$ cat src/rtl/ir_sirc_tx_if.sv
// rtl/ir_sirc_tx_if.sv - command/handshake bundle between robot command logic and the SIRC transmitter
interface ir_sirc_tx_if #(
  parameter int MAX_BITS = 20
);
  logic [MAX_BITS-1:0] data;
  logic [4:0]          nbits;
  logic [3:0]          repeats;
  logic                start;
  logic                ready;
  logic                busy;
  logic                done;

  modport master (
    output data, nbits, repeats, start,
    input  ready, busy, done
  );

  modport slave (
    input  data, nbits, repeats, start,
    output ready, busy, done
  );
endinterface

$ cat src/rtl/ir_sirc_tx.sv
// rtl/ir_sirc_tx.sv - Sony SIRC IR frame transmitter, 1..MAX_BITS bits per frame with repeats
// Optional IR_SIRC_TX_HOLD_EN: start held at the end of the final gap keeps re-sending the frame.
module ir_sirc_tx #(
  parameter int UNIT_CYCLES    = 2024,
  parameter int CARRIER_PERIOD = 675,
  parameter int CARRIER_HIGH   = 169,
  parameter int MAX_BITS       = 20
) (
  input  logic        clk,
  input  logic        reset,
  ir_sirc_tx_if.slave bus,
  output logic        signal_out
);

  localparam int PW = (UNIT_CYCLES > 1) ? $clog2(UNIT_CYCLES) : 1;
  localparam int CW = (CARRIER_PERIOD > 1) ? $clog2(CARRIER_PERIOD) : 1;

  localparam logic [PW-1:0] PRE_LAST   = PW'(UNIT_CYCLES - 1);
  localparam logic [CW-1:0] CAR_LAST   = CW'(CARRIER_PERIOD - 1);
  localparam logic [CW:0]   CAR_HIGH   = (CW+1)'(CARRIER_HIGH);
  localparam logic [4:0]    NB_MAX     = 5'(MAX_BITS);
  localparam logic [9:0]    FRAME_LAST = 10'd599;

  typedef enum logic [2:0] {
    IDLE  = 3'd0,
    HDR   = 3'd1,
    SPACE = 3'd2,
    MARK  = 3'd3,
    GAP   = 3'd4
  } state_t;

  state_t state;
  state_t state_nxt;

  logic [PW-1:0]       pre_cnt;
  logic [CW-1:0]       carrier_cnt;
  logic [5:0]          units;
  logic [9:0]          elapsed;
  logic [MAX_BITS-1:0] data_lat;
  logic [MAX_BITS-1:0] data_sh;
  logic [4:0]          nbits_lat;
  logic [4:0]          bit_cnt;
  logic [3:0]          rpt_lat;
  logic [3:0]          rpt_cnt;
  logic                done_q;

  logic                unit_tick;
  logic [5:0]          dur;
  logic                state_end;
  logic                last_bit;
  logic                advance;
  logic                hold_go;
  logic [4:0]          nbits_in;

  // A held start only matters at the end of the final gap.
`ifdef IR_SIRC_TX_HOLD_EN
  assign hold_go = bus.start;
`else
  assign hold_go = 1'b0;
`endif

  assign nbits_in  = (bus.nbits == 5'd0 || bus.nbits > NB_MAX) ? NB_MAX : bus.nbits;
  assign unit_tick = (state != IDLE) && (pre_cnt == PRE_LAST);
  assign last_bit  = (5'(bit_cnt + 5'd1) == nbits_lat);
  assign advance   = (state_nxt != state);

  always_comb begin
    dur = 6'd8;
    case (state)
      HDR:     dur = 6'd32;
      MARK:    dur = data_sh[0] ? 6'd16 : 6'd8;
      default: dur = 6'd8;
    endcase
  end

  // GAP ends on frame length rather than its own unit count, so every frame is 600 units.
  always_comb begin
    state_end = 1'b0;
    if (unit_tick) begin
      if (state == GAP) state_end = (elapsed == FRAME_LAST);
      else              state_end = (units == 6'(dur - 6'd1));
    end
  end

  always_ff @(posedge clk) begin
    if (reset) state <= IDLE;
    else       state <= state_nxt;
  end

  always_comb begin
    state_nxt = state;
    case (state)
      IDLE:  if (bus.start) state_nxt = HDR;
      HDR:   if (state_end) state_nxt = SPACE;
      SPACE: if (state_end) state_nxt = MARK;
      MARK:  if (state_end) state_nxt = last_bit ? GAP : SPACE;
      GAP: begin
        if (state_end) begin
          if (rpt_cnt != 4'd0 || hold_go) state_nxt = HDR;
          else                            state_nxt = IDLE;
        end
      end
      default: state_nxt = IDLE;
    endcase
  end

  always_comb begin
    bus.ready  = (state == IDLE);
    bus.busy   = (state != IDLE);
    bus.done   = done_q;
    signal_out = ((state == HDR) || (state == MARK)) && ({1'b0, carrier_cnt} < CAR_HIGH);
  end

  always_ff @(posedge clk) begin
    if (reset) begin
      pre_cnt     <= '0;
      carrier_cnt <= '0;
      units       <= '0;
      elapsed     <= '0;
      data_lat    <= '0;
      data_sh     <= '0;
      nbits_lat   <= '0;
      bit_cnt     <= '0;
      rpt_lat     <= '0;
      rpt_cnt     <= '0;
      done_q      <= 1'b0;
    end else begin
      carrier_cnt <= (carrier_cnt == CAR_LAST) ? '0 : CW'(carrier_cnt + 1'b1);

      if (advance || state == IDLE) begin
        pre_cnt <= '0;
        units   <= '0;
      end else begin
        pre_cnt <= (pre_cnt == PRE_LAST) ? '0 : PW'(pre_cnt + 1'b1);
        if (unit_tick) units <= units + 6'd1;
      end

      if (advance && state_nxt == HDR) elapsed <= '0;
      else if (unit_tick)              elapsed <= elapsed + 10'd1;

      done_q <= (state == GAP) && (state_nxt == IDLE);

      case (state)
        IDLE: begin
          if (bus.start) begin
            data_lat  <= bus.data;
            data_sh   <= bus.data;
            nbits_lat <= nbits_in;
            rpt_lat   <= bus.repeats;
            rpt_cnt   <= bus.repeats;
            bit_cnt   <= '0;
          end
        end
        MARK: begin
          if (state_end) begin
            data_sh <= data_sh >> 1;
            bit_cnt <= bit_cnt + 5'd1;
          end
        end
        GAP: begin
          if (state_end) begin
            data_sh <= data_lat;
            bit_cnt <= '0;
            if (rpt_cnt != 4'd0) rpt_cnt <= rpt_cnt - 4'd1;
            else if (hold_go)    rpt_cnt <= rpt_lat;
          end
        end
        default: ;
      endcase
    end
  end

endmodule

$ cat src/flat_wrapper.sv
// flat-port wrapper written by rule: the top's interface ports become plain ports
module ir_sirc_tx_flat 
#(
  parameter int UNIT_CYCLES    = 2024,
  parameter int CARRIER_PERIOD = 675,
  parameter int CARRIER_HIGH   = 169,
  parameter int MAX_BITS       = 20
)
  (clk, reset, signal_out, bus_data, bus_nbits, bus_repeats, bus_start, bus_ready, bus_busy, bus_done);
  ir_sirc_tx_if #(.MAX_BITS(MAX_BITS)) bus_i ();
  input  logic clk;
  input  logic reset;
  output logic signal_out;
  input wire logic [$bits(bus_i.data)-1:0] bus_data;
  input wire logic [$bits(bus_i.nbits)-1:0] bus_nbits;
  input wire logic [$bits(bus_i.repeats)-1:0] bus_repeats;
  input wire logic [$bits(bus_i.start)-1:0] bus_start;
  output wire logic [$bits(bus_i.ready)-1:0] bus_ready;
  output wire logic [$bits(bus_i.busy)-1:0] bus_busy;
  output wire logic [$bits(bus_i.done)-1:0] bus_done;
  assign bus_i.data = bus_data;
  assign bus_i.nbits = bus_nbits;
  assign bus_i.repeats = bus_repeats;
  assign bus_i.start = bus_start;
  assign bus_ready = bus_i.ready;
  assign bus_busy = bus_i.busy;
  assign bus_done = bus_i.done;
  ir_sirc_tx #(.UNIT_CYCLES(UNIT_CYCLES), .CARRIER_PERIOD(CARRIER_PERIOD), .CARRIER_HIGH(CARRIER_HIGH), .MAX_BITS(MAX_BITS)) u_core (.clk(clk), .reset(reset), .bus(bus_i), .signal_out(signal_out));
endmodule
$ cat config.mk
export PLATFORM = sky130hd
export DESIGN_NAME = ir_sirc_tx_flat
export DESIGN_NICKNAME = d
export VERILOG_FILES = /design/src/rtl/ir_sirc_tx_if.sv /design/src/rtl/ir_sirc_tx.sv /design/src/flat_wrapper.sv
export SDC_FILE = /design/constraint.sdc
export NUM_CORES = 1
export LEC_CHECK = 0
export ABC_AREA = 0
export BUFFER_PORTS_ARGS = -buffer_cell sky130_fd_sc_hd__clkbuf_2
export CORE_MARGIN = 4
export CORE_UTILIZATION = 47
export CTS_CLUSTER_DIAMETER = 60
export DETAILED_ROUTE_END_ITERATION = 8
export PLACE_DENSITY_LB_ADDON = 0.05
export SLEW_MARGIN = 20
export SYNTH_ARGS = -nofsm -noshare
export SYNTH_HDL_FRONTEND = slang
export SYNTH_SLANG_ARGS = --single-unit
$ cat constraint.sdc
create_clock -name clk -period 2.7 [get_ports clk]
set_input_delay 0.54 -clock clk [delete_from_list [all_inputs] [get_ports clk]]
set_output_delay 0.54 -clock clk [all_outputs]
set_load 0.005 [all_outputs]
======== Yosys cells after proc, flatten, opt, wreduce, memory -nomap -nowiden ========
Cells that the tools add are included.
word-level totals
  word-level logic and storage cells ...... 81
  output and inout port bits .............. 4
  bits in registers ....................... 95
operators by class
  mux-type cells .......................... 25
  equality and inequality tests ........... 15
  add/subtract/negate cells ............... 7
  $lt $le $gt $ge ......................... 2
  reduce and logical (&&, ||, !) cells .... 21
operators with widths
  operator                                                      number
  two-way mux 20 bit                                            3
  case mux 20 bit (3 select lines)                              1
  two-way mux 5 bit                                             5
  adder 10 x 1 -> 10 bit (second input constant)                2
  equality test 10 bit (second input constant)                  2
  two-way mux 3 bit                                             6
  case mux 3 bit (5 select lines)                               1
  case mux 5 bit (3 select lines)                               1
  two-way mux 4 bit                                             3
  case mux 6 bit (2 select lines)                               1
  adder 11 x 1 -> 11 bit (second input constant)                1
  equality test 11 bit (second input constant)                  1
  less-than comparator 10 x 8 -> 1 bit (second input constant)  1
  case mux 4 bit (2 select lines)                               1
  AND reduction 4 bit                                           2
  adder 6 x 1 -> 6 bit (second input constant)                  1
  equality test 3 x 1 -> 1 bit (second input constant)          2
  equality test 3 x 2 -> 1 bit (second input constant)          2
  equality test 6 bit                                           1
  logical NOT 3 bit                                             2
  nonzero test 3 bit                                            2
  OR reduction 2 bit                                            3
  subtractor 6 x 1 -> 6 bit (second input constant)             1
  adder 5 x 1 -> 5 bit (second input constant)                  1
  other kinds (15)                                              24

======== Logic depth before layout (Yosys ltp) ========
Gate-level depths: netlist (run 1).
  depth in word-level cells ............... 11
  mapped depth ............................ 14
  depth with buffers taken out ............ 10

======== Worst setup path before layout (run 1) ========
Ideal clock, no wire load.
  path kind ............................... reg-to-reg
  start ................................... register u_core.state[1]
  end ..................................... register u_core.units[5]
  library setup time ...................... 0.115 ns
  setup slack ............................. -0.128 ns
  cell stages (with the launch flop) ...... 14
  data required time ...................... 2.585 ns
  arrival time ............................ 2.713 ns
  buffers on the path ..................... 3
  cells stage by stage .................... dfxtp_1 > clkbuf_1 > nand2b_1 > clkbuf_1 > nor2_1 > nand2_1 > ha_1 > xor2_1 > nand2_1 > a2111oi_4 > nor3_1 > o21ai_2 > buf_4 > nor2_1
between the ends
  word-level cells in the longest chain between the ends .. 11
ends and longest elaborated chain
  item                                                                          RTL line                            text
  start, declared                                                               ir_sirc_tx.sv:32                    state_t state;
  start signal, assigned                                                        ir_sirc_tx.sv:87                    else state <= state_nxt;
  equality test 3 x 2 -> 1 bit or equality test 3 x 1 -> 1 bit (tied branches)  ir_sirc_tx.sv:69, ir_sirc_tx.sv:92
  case mux 6 bit (2 select lines)                                               ir_sirc_tx.sv:69                    case (state)
  subtractor 6 x 1 -> 6 bit                                                     ir_sirc_tx.sv:81                    else state_end = (units == 6'(dur - 6'd1));
  equality test 6 bit                                                           ir_sirc_tx.sv:81
  two-way mux 1 bit                                                             ir_sirc_tx.sv:80                    if (state == GAP) state_end = (elapsed == FRAME_LAST);
  two-way mux 1 bit                                                             ir_sirc_tx.sv:79                    if (unit_tick) begin
  two-way mux 3 bit, on equally long branches                                   n/a
  case mux 3 bit (5 select lines)                                               ir_sirc_tx.sv:92                    case (state)
  != test 3 bit                                                                 ir_sirc_tx.sv:65                    assign advance = (state_nxt != state);
  logical OR 1 bit                                                              ir_sirc_tx.sv:130                   if (advance || state == IDLE) begin
  OR reduction 2 bit (no line)                                                  n/a
  end signal, assigned                                                          ir_sirc_tx.sv:135                   if (unit_tick) units <= units + 6'd1;
  end, declared                                                                 ir_sirc_tx.sv:37                    logic [5:0] units;
Several ways; a longest one is shown, not always the timed one.
A chain may end at the register's enable or synchronous reset.

======== Worst setup path in the final report (run 1) ========
  start ................................... register u_core.carrier_cnt[0]
  end ..................................... output port signal_out
between the ends
  word-level cells in the longest chain between the ends .. 2
ends and longest elaborated chain
  item                                  RTL line            text
  start, declared                       ir_sirc_tx.sv:36    logic [CW-1:0] carrier_cnt;
  start signal, assigned                ir_sirc_tx.sv:128   carrier_cnt <= (carrier_cnt == CAR_LAST) ? '0 : CW'(carrier_cnt + 1'b1);
  less-than comparator 10 x 8 -> 1 bit  ir_sirc_tx.sv:111   signal_out = ((state == HDR) || (state == MARK)) && ({1'b0, carrier_cnt} < CAR_HIGH);
  logical AND 1 bit                     ir_sirc_tx.sv:111
  end, declared                         flat_wrapper.sv:13  output logic signal_out;
Every way passes these cells.

==> impl_metrics.toml, run 1 <==
[power_and_ir_drop]
p_sw_uw = 735
ir_drop_v = 0.000233
clockPowerShare_pct = 30.3
seqPwrFrac_pct = 55.5
power_density_nw_per_um2 = 506
intPower_mw = 1.98
combinationalPowerShare_pct = 14.1
p_leak_nw = 1.95
sw_frac_of_total_pct = 27.1

[synth]
synth_compound_area_share_pct = 21.6
yosysTopAreaCellShare_pct = 39.2
synth_top_family_by_area = "simple AND/OR/NAND/NOR gates"
yosys.area_share.simple_pct = 25.7
synth.most_common_cell = "nand2_1"
synth_ff_type = "dfxtp_1"
yosys-mux-area-fraction_pct = 0.620
syn_area_sq_um = 4850
synth_xor_area_share_pct = 5.96
synthArstFlopShare_pct = 0
synth_nets = 618
ys_seq_area_share_pct = 39.2
yosys-top-cells-count = "105 x nand2_1, 95 x dfxtp_1, 64 x nor2_1"
synthAdderAreaFrac_pct = 2.32
synth.largest_area_cell = "dfxtp_1"
synthDistinctLibCells = 57
synth_warnings = 0
ys_ff_latch = 95
syn_area_per_cell_sq_um = 8.40
yosys-top-cells-area = "dfxtp_1 39%, nand2_1 8.1%, nor2_1 5.0%"
syn_inst = 577
synth-edff-count = 0

[worst_setup_path]
required_ns = 2.16
worstSetupEndpoint = "signal_out"
end_kind = "output port"
ff2ff_path_depth = 10
critical_path.slowest_cell = "a2111oi_0"
worstPathArrival_ns = 2.01
cpMostUsedCell = "a21o_1"
cp.depth = 7
crit_start = "u_core.carrier_cnt[0]"
path_cells = "inv_1 -> ha_1 -> nand2b_1 -> a21o_1 -> a21o_1 -> a2111oi_0 -> clkbuf_2"
crit_fanout = 5
r2r-end = "u_core.pre_cnt[0]"
cp_top_family = "compound AO/OA/AOI/OAI gates"
worst-setup-path-type = "reg2out"
crit_buf_inv = 2
reg2reg_slack_ns = 0.19
setup.worst_path.start_class = "register"
reg2reg_from = "u_core.state[0]"
slowest_delay_ns = 0.48

[clock_network]
htreeDepth = 3
max-clock-path-buffers = 2
clkSinkCount = 95
holdBufCountCts = 0
cts_made_buffers = 9
cts_root_buf = "clkbuf_8"
path_clk_slew_ns = 0.09
post_cts_buffers = 0
clock_latency_ns = 0.36
cts_tree = "done"

[drt]
drt_pass1_iterations = 5
routed_via_density = 5.51
drc = 0
finalWirelength_um = 10700
drt_iter0_markers = 181
vias = 4124
wl_per_cell_um = 14.3
ant_nets = 0

[global_routing]
antenna_found_initial = 0
grt_util_all_layers_pct = 18.8
grt_pass1_wl_um = 18100
grt_remaining_overflow = 0
grt_pass1_vias = 3928
grt_start_max_net_pins = 37

[placed_design]
pre_cts_slack_ns = 0.0890
hpwl_um = 7200
port_buffers = 35
gp_congestion = 0.834
place_area_sq_um = 5180

[finish]
syn_to_final_growth_pct = 10.7
fin_nets = 652
fin_area_sq_um = 5360
drive_above_1_share_pct = 18.0
diodes = 0

[sta]
skew_ns = 0.00695
max_slew_margin_pct = 55.5
fmax_ghz = 0.392
rsz0062_at_grt = "no"
hold_viol = 0
drv_slew = 0
setup_viol = 0
tightestPinTransition_ns = 0.663
post-route-period-util_pct = 94.4
setup_slack_ns = 0.150
fin_crit_ns = 2.55
fin_tns_setup_ns = 0

[floorplanning]
die_x_um = 110
core.rowCount = 36
core_sq_um = 9910
io_pins = 36
dieArea_sq_um = 12000
die-height_um = 110
start_util_pct = 48.9

[outcome]
outcome = "finished, final reports clean"

[run]
maxCapViolCount = 0

[min_path]
hp-class = "in2reg"
## state kept, by name (all words and copies together), names as in the netlist
| name | flops |
|---|---|
| u_core.rpt_cnt | 4 |
| u_core.elapsed | 10 |
| u_core.data_lat | 20 |
| u_core.carrier_cnt | 10 |
| u_core.bit_cnt | 5 |
| u_core.nbits_lat | 5 |
| u_core.state | 3 |
| u_core.bus.done | 1 |
| u_core.units | 6 |
| u_core.data_sh | 20 |
| u_core.pre_cnt | 11 |
## through the flow
stage          utilization (%)  instances  hold WS (ns)  power (mW)
2_1_floorplan                -        577         0.436        1.82
3_3_place_gp              52.3        733         0.443        1.91
3_5_place_dp              52.3        733         0.452        1.92
4_1_cts                   53.9        748         0.401        2.75
5_1_grt                   54.1        748         0.419        2.86
6_report                  54.1        748         0.423        2.71
## layer usage
layer  track usage, %  vias to the layer above  wire [um]
li1                 -                     2120          -
met1             24.0                     1931       5150
met2             31.9                       61       5090
met3             2.88                       12        322
met4             7.39                        0        155
met5                0                        -          0
## worst register-to-register path, cell delays in order, from the launching register on
cell       delay (ns)
dfxtp_1          0.40
nor2b_1          0.22
and2_1           0.16
ha_1             0.18
xor2_2           0.22
mux2i_1          0.32
a2111oi_4        0.08
buf_4            0.17
o211ai_1         0.27
o21ai_4          0.20
nor3b_1          0.21
## power groups by stage
stage	sequential (mW)	combinational, mW	clock [mW]
2_1_floorplan	1.53	0.289	0
3_3_place_gp	1.54	0.372	0
3_5_place_dp	1.54	0.380	0
4_1_cts	1.51	0.382	0.862
5_1_grt	1.51	0.429	0.913
6_report	1.51	0.383	0.823
## placed cells by master (no fill, tap or decap), types with 6 or more instances in the layout
cell      instances
ha_1              8
o22ai_1          19
clkbuf_8         10
a211oi_2         19
o21ai_0          13
nor2_1           64
nor4_1            6
buf_4            20
nand4_1           8
nand2_1         105
a21oi_1          38
dfxtp_1          95
xnor2_1          11
or3_1             8
nand3_1          17
inv_1            10
o221ai_1         19
clkbuf_2         35
xor2_1           21
## how the worst min path moves through the flow
stage / slack [ns] / endpoint / cells after the start / startpoint
6_report: 0.42 / u_core.data_lat[15] / 3 / bus_data[15]
5_1_grt: 0.42 / u_core.data_lat[16] / 3 / bus_data[16]
4_1_cts: 0.40 / u_core.data_lat[7] / 3 / bus_data[7]
3_5_place_dp: 0.45 / u_core.data_lat[9] / 2 / u_core.data_lat[9]
3_3_place_gp: 0.44 / u_core.data_lat[0] / 2 / u_core.data_lat[0]
2_1_floorplan: 0.44 / u_core.data_lat[0] / 2 / u_core.data_lat[0]
## repair_timing
item,in CTS,in global routing
endpoints found under the hold margin,0,0
endpoints found under the setup margin,0,36
gates resized for setup,0,5
## cell type report
| type | instances | area, sq um |
|---|---|---|
| Inverter | 11 | 41.3 |
| Timing Repair Buffer | 56 | 345 |
| Sequential cell | 95 | 1900 |
| Tap cell | 133 | 166 |
| Clock buffer | 14 | 153 |
| Clock inverter | 1 | 5.00 |
| Fill cell | 934 | 4550 |
| Multi-Input combinational cell | 438 | 2750 |
## logic make-up after synthesis
logic type / Yosys count
multiplexers: 3
AND/OR/NAND/NOR: 256
flip-flops: 95
XOR/XNOR: 33
AO/OA/AOI/OAI: 137
adder cells (fa/ha/maj): 9
buffers and inverters: 44
Note: power is estimated with default switching activity, not from simulation.
==> run 2: changes to the inputs <==
Clock period 2.7 ns to 3.2 ns, I/O delays scaled along.
==> impl_metrics.toml, run 2 (synthesized netlist as in run 1, its figures left out) <==
[outcome]
outcome = "finished, final reports clean"

[clock_network]
clock_latency_ns = 0.36
cts_root_buf = "clkbuf_8"
cts_made_buffers = 9
htreeDepth = 3
clkSinkCount = 95
post_cts_buffers = 0
path_clk_slew_ns = 0.09
holdBufCountCts = 0
cts_tree = "done"
max-clock-path-buffers = 2
ctsResizeCount = 0

[global_routing]
grt_start_max_net_pins = 45
grt_pass1_wl_um = 18500
grt_util_all_layers_pct = 19.3
antenna_found_initial = 0
grt_pass1_vias = 3917
grt_remaining_overflow = 0

[worst_setup_path]
setup.worst_path.start_class = "register"
worst-setup-path-type = "reg2reg"
required_ns = 3.43
end_kind = "register"
crit_fanout = 17
ff2ff_path_depth = 9
worstPathArrival_ns = 3.08

[placed_design]
dpl.cell_count = 723
pre_cts_slack_ns = 0.359
gp_congestion = 0.806
port_buffers = 35
hpwl_um = 7300

[floorplanning]
start_util_pct = 48.9
dieArea_sq_um = 12000
core_sq_um = 9910
io_pins = 36
die_x_um = 110
die-height_um = 110
core.rowCount = 36

[drt]
ant_nets = 0
drt_iter0_markers = 226
routed_via_density = 5.45
drc = 0
wl_per_cell_um = 14.6
drt_pass1_iterations = 4
finalWirelength_um = 10800
vias = 4030

[min_path]
holdPathStages = 2
hp-class = "reg2reg"

[finish]
fin_nets = 642
fin_cells = 739
final_cell_mix = "105 x nand2_1, 95 x dfxtp_1, 64 x nor2_1, 38 x a21oi_1, 35 x clkbuf_2"
final_common_cell = "nand2_1"
syn_to_final_growth_pct = 9.71
drive_above_1_share_pct = 17.0
reg_top3 = "u_core.data_lat: 20 flops, u_core.data_sh: 20 flops, u_core.pre_cnt: 11 flops"
diodes = 0

[sta]
fin_crit_ns = 2.85
setup_slack_ns = 0.348
hold_viol = 0
rsz0062_at_grt = "no"
skew_ns = 0.00494
tightestPinTransition_ns = 0.911
post-route-period-util_pct = 89.1
setup_viol = 0
drv_slew = 0
max_slew_margin_pct = 39.1
fmax_ghz = 0.351
fin_tns_setup_ns = 0

[power_and_ir_drop]
p_leak_nw = 1.93
power.total_mw = 2.44
power_density_nw_per_um2 = 460
ir_drop_v = 0.000283

[run]
maxCapViolCount = 0
run 2: worst paths after layout:
kind                 startpoint                  to  slack [ns]
max             u_core.state[2]   u_core.pre_cnt[7]        0.35
min          u_core.data_lat[6]  u_core.data_lat[6]        0.46
max reg2reg     u_core.state[2]   u_core.pre_cnt[7]        0.35
min reg2reg  u_core.data_lat[6]  u_core.data_lat[6]        0.46
run 2: critical path: stages, from the launching register on:
cell and delay (ns):
dfxtp_1 0.50, nor2b_1 0.12, and2_1 0.16, ha_1 0.30, xor2_1 0.15, nand2_1 0.17, a2111oi_4 0.51, nor3_1 0.12
o21ai_2 0.58, nor2_1 0.11
run 2: where the power goes:
group	total (mW)	leakage (nW)	internal [mW]	switching, mW
Sequential	1.27	0.775	1.24	0.0356
Clock	0.860	0.109	0.435	0.425
Combinational	0.312	1.05	0.124	0.188
run 2: through the flow:
step	util, %	area, sq um	hold WS [ns]
6_report	53.6	5320	0.462
5_1_grt	53.6	5320	0.477
4_1_cts	53.6	5320	0.462
3_5_place_dp	51.5	5100	0.447
3_3_place_gp	51.5	5100	0.442
2_1_floorplan	-	4850	0.436
run 2: area by class of cell:
cell class	instances	area [sq um]
repair buffers	46	270
well taps	133	166
clock buffers	9	124
clock inverters	7	87.6
inverters	11	41.3
fillers	934	4590
multi-input cells	438	2730
flip-flops and latches	95	1900
run 2: layer usage:
layer / track usage, % / routed length (um)
met5: 0 / 0
met4: 7.30 / 164
met3: 2.88 / 301
met2: 33.5 / 5240
met1: 24.2 / 5090
==> run 3: changes to the inputs <==
Settings changed: CORE_ASPECT_RATIO set to 1.4.
==> impl_metrics.toml, run 3 (synthesized netlist as in run 1, its figures left out) <==
[global_routing]
grt_start_max_net_pins = 38
grt_util_all_layers_pct = 19.1
grt_pass1_vias = 4102
antenna_found_initial = 0
grt_pass1_wl_um = 18700
grt_remaining_overflow = 0

[sta]
max_slew_margin_pct = 40.8
tightestPinTransition_ns = 0.886
setup_viol = 0
post-route-period-util_pct = 84.8
setup_slack_ns = 0.486
whs_ns = 0.460
skew_ns = 0.00596
fin_tns_setup_ns = 0
fmax_ghz = 0.368
fin_crit_ns = 2.71
hold_viol = 0
drv_slew = 0
rsz0062_at_grt = "no"

[floorplanning]
start_util_pct = 48.4
die_x_um = 93.8
dieArea_sq_um = 12000
core.rowCount = 43
core_sq_um = 10000
die-height_um = 128
io_pins = 36

[outcome]
outcome = "finished, final reports clean"

[clock_network]
cts_root_buf = "clkbuf_16"
clock_latency_ns = 0.33
clkSinkCount = 95
max-clock-path-buffers = 2
path_clk_slew_ns = 0.07
holdBufCountCts = 0
ctsResizeCount = 0
post_cts_buffers = 0
htreeDepth = 3
cts_tree = "done"
cts_made_buffers = 9

[finish]
final_common_cell = "nand2_1"
reg_top3 = "u_core.data_lat: 20 flops, u_core.data_sh: 20 flops, u_core.pre_cnt: 11 flops"
syn_to_final_growth_pct = 11.9
drive_above_1_share_pct = 17.1
final_cell_mix = "105 x nand2_1, 95 x dfxtp_1, 64 x nor2_1, 38 x a21oi_1, 35 x clkbuf_2"
fin_nets = 645
diodes = 0

[drt]
vias = 4146
finalWirelength_um = 10700
drc = 0
top_layer = "met4"
m1WireLength_um = 4540
met3WireLength_um = 378
drt_iter0_markers = 175
wl_per_cell_um = 14.3
ant_nets = 0
routed_via_density = 5.57
wl_met2_um = 5550
drt_pass1_iterations = 5

[run]
maxCapViolCount = 0

[worst_setup_path]
setup.worst_path.start_class = "register"
crit_fanout = 13
end_kind = "register"
required_ns = 3.48
worst-setup-path-type = "reg2reg"
worstPathArrival_ns = 2.99

[power_and_ir_drop]
ir_drop_v = 0.000292
p_leak_nw = 1.98
power_density_nw_per_um2 = 489

[placed_design]
pre_cts_slack_ns = 0.493
port_buffers = 35
hpwl_um = 7540
gp_congestion = 0.774

[min_path]
hp-class = "reg2reg"
==> run 3: cell types whose count changed in the layout (fill, tap and decap cells not counted), sizes merged <==
cell,previous run,this run
buf,11,14
clkbuf,44,47
bufinv,2,1
clkinv,4,3
clkinvlp,1,0
==> run 3: final cells by class <==
type | count | area [sq um]
timing repair buffer | 49 | 293
tap | 135 | 169
multi-input combinational | 438 | 2730
inverter | 11 | 41.3
fill | 962 | 4590
clock inverter | 4 | 45.0
sequential | 95 | 1900
clock buffer | 12 | 246
==> run 3: worst max-delay path, stage by stage (launching register included) <==
cell,delay (ns)
dfxtp_1,0.55
nand2b_1,0.16
and2_1,0.19
ha_1,0.21
xor2_1,0.25
or2_2,0.20
a2111oi_4,0.04
or3_2,0.47
buf_4,0.21
o2bb2a_1,0.30
nor2_1,0.08
==> run 3: final timing paths <==
check | start | endpoint | slack [ns] | depth (start not counted)
worst min-delay path | u_core.data_lat[16] | u_core.data_lat[16] | 0.46 | 2
worst min register to register | u_core.data_lat[16] | u_core.data_lat[16] | 0.46 | 2
worst max-delay path | u_core.state[1] | u_core.bit_cnt[1] | 0.49 | 10
worst max register to register | u_core.state[1] | u_core.bit_cnt[1] | 0.49 | 10
==> run 3: per-stage QoR <==
stage / std cells / power (mW) / utilization, % / cell area (sq um)
6_report: 744 / 2.65 / 54.2 / 5420
5_1_grt: 744 / 2.78 / 54.2 / 5420
4_1_cts: 744 / 2.69 / 54.2 / 5420
3_5_place_dp: 728 / 1.62 / 51.3 / 5130
3_3_place_gp: 728 / 1.61 / 51.3 / 5130
2_1_floorplan: 577 / 1.53 / - / 4850
==> run 3: layer usage <==
metal,vias up,global-route usage (%)
li1,2115,-
met1,1943,22.2
met2,72,34.3
met3,16,3.70
met4,0,6.97
met5,-,0
==> run 3: power breakdown <==
| part | leakage [nW] | internal [mW] | switching (mW) | total [mW] |
|---|---|---|---|---|
| combinational | 1.06 | 0.128 | 0.186 | 0.315 |
| clock | 0.146 | 0.624 | 0.438 | 1.06 |
| sequential | 0.775 | 1.24 | 0.0365 | 1.27 |
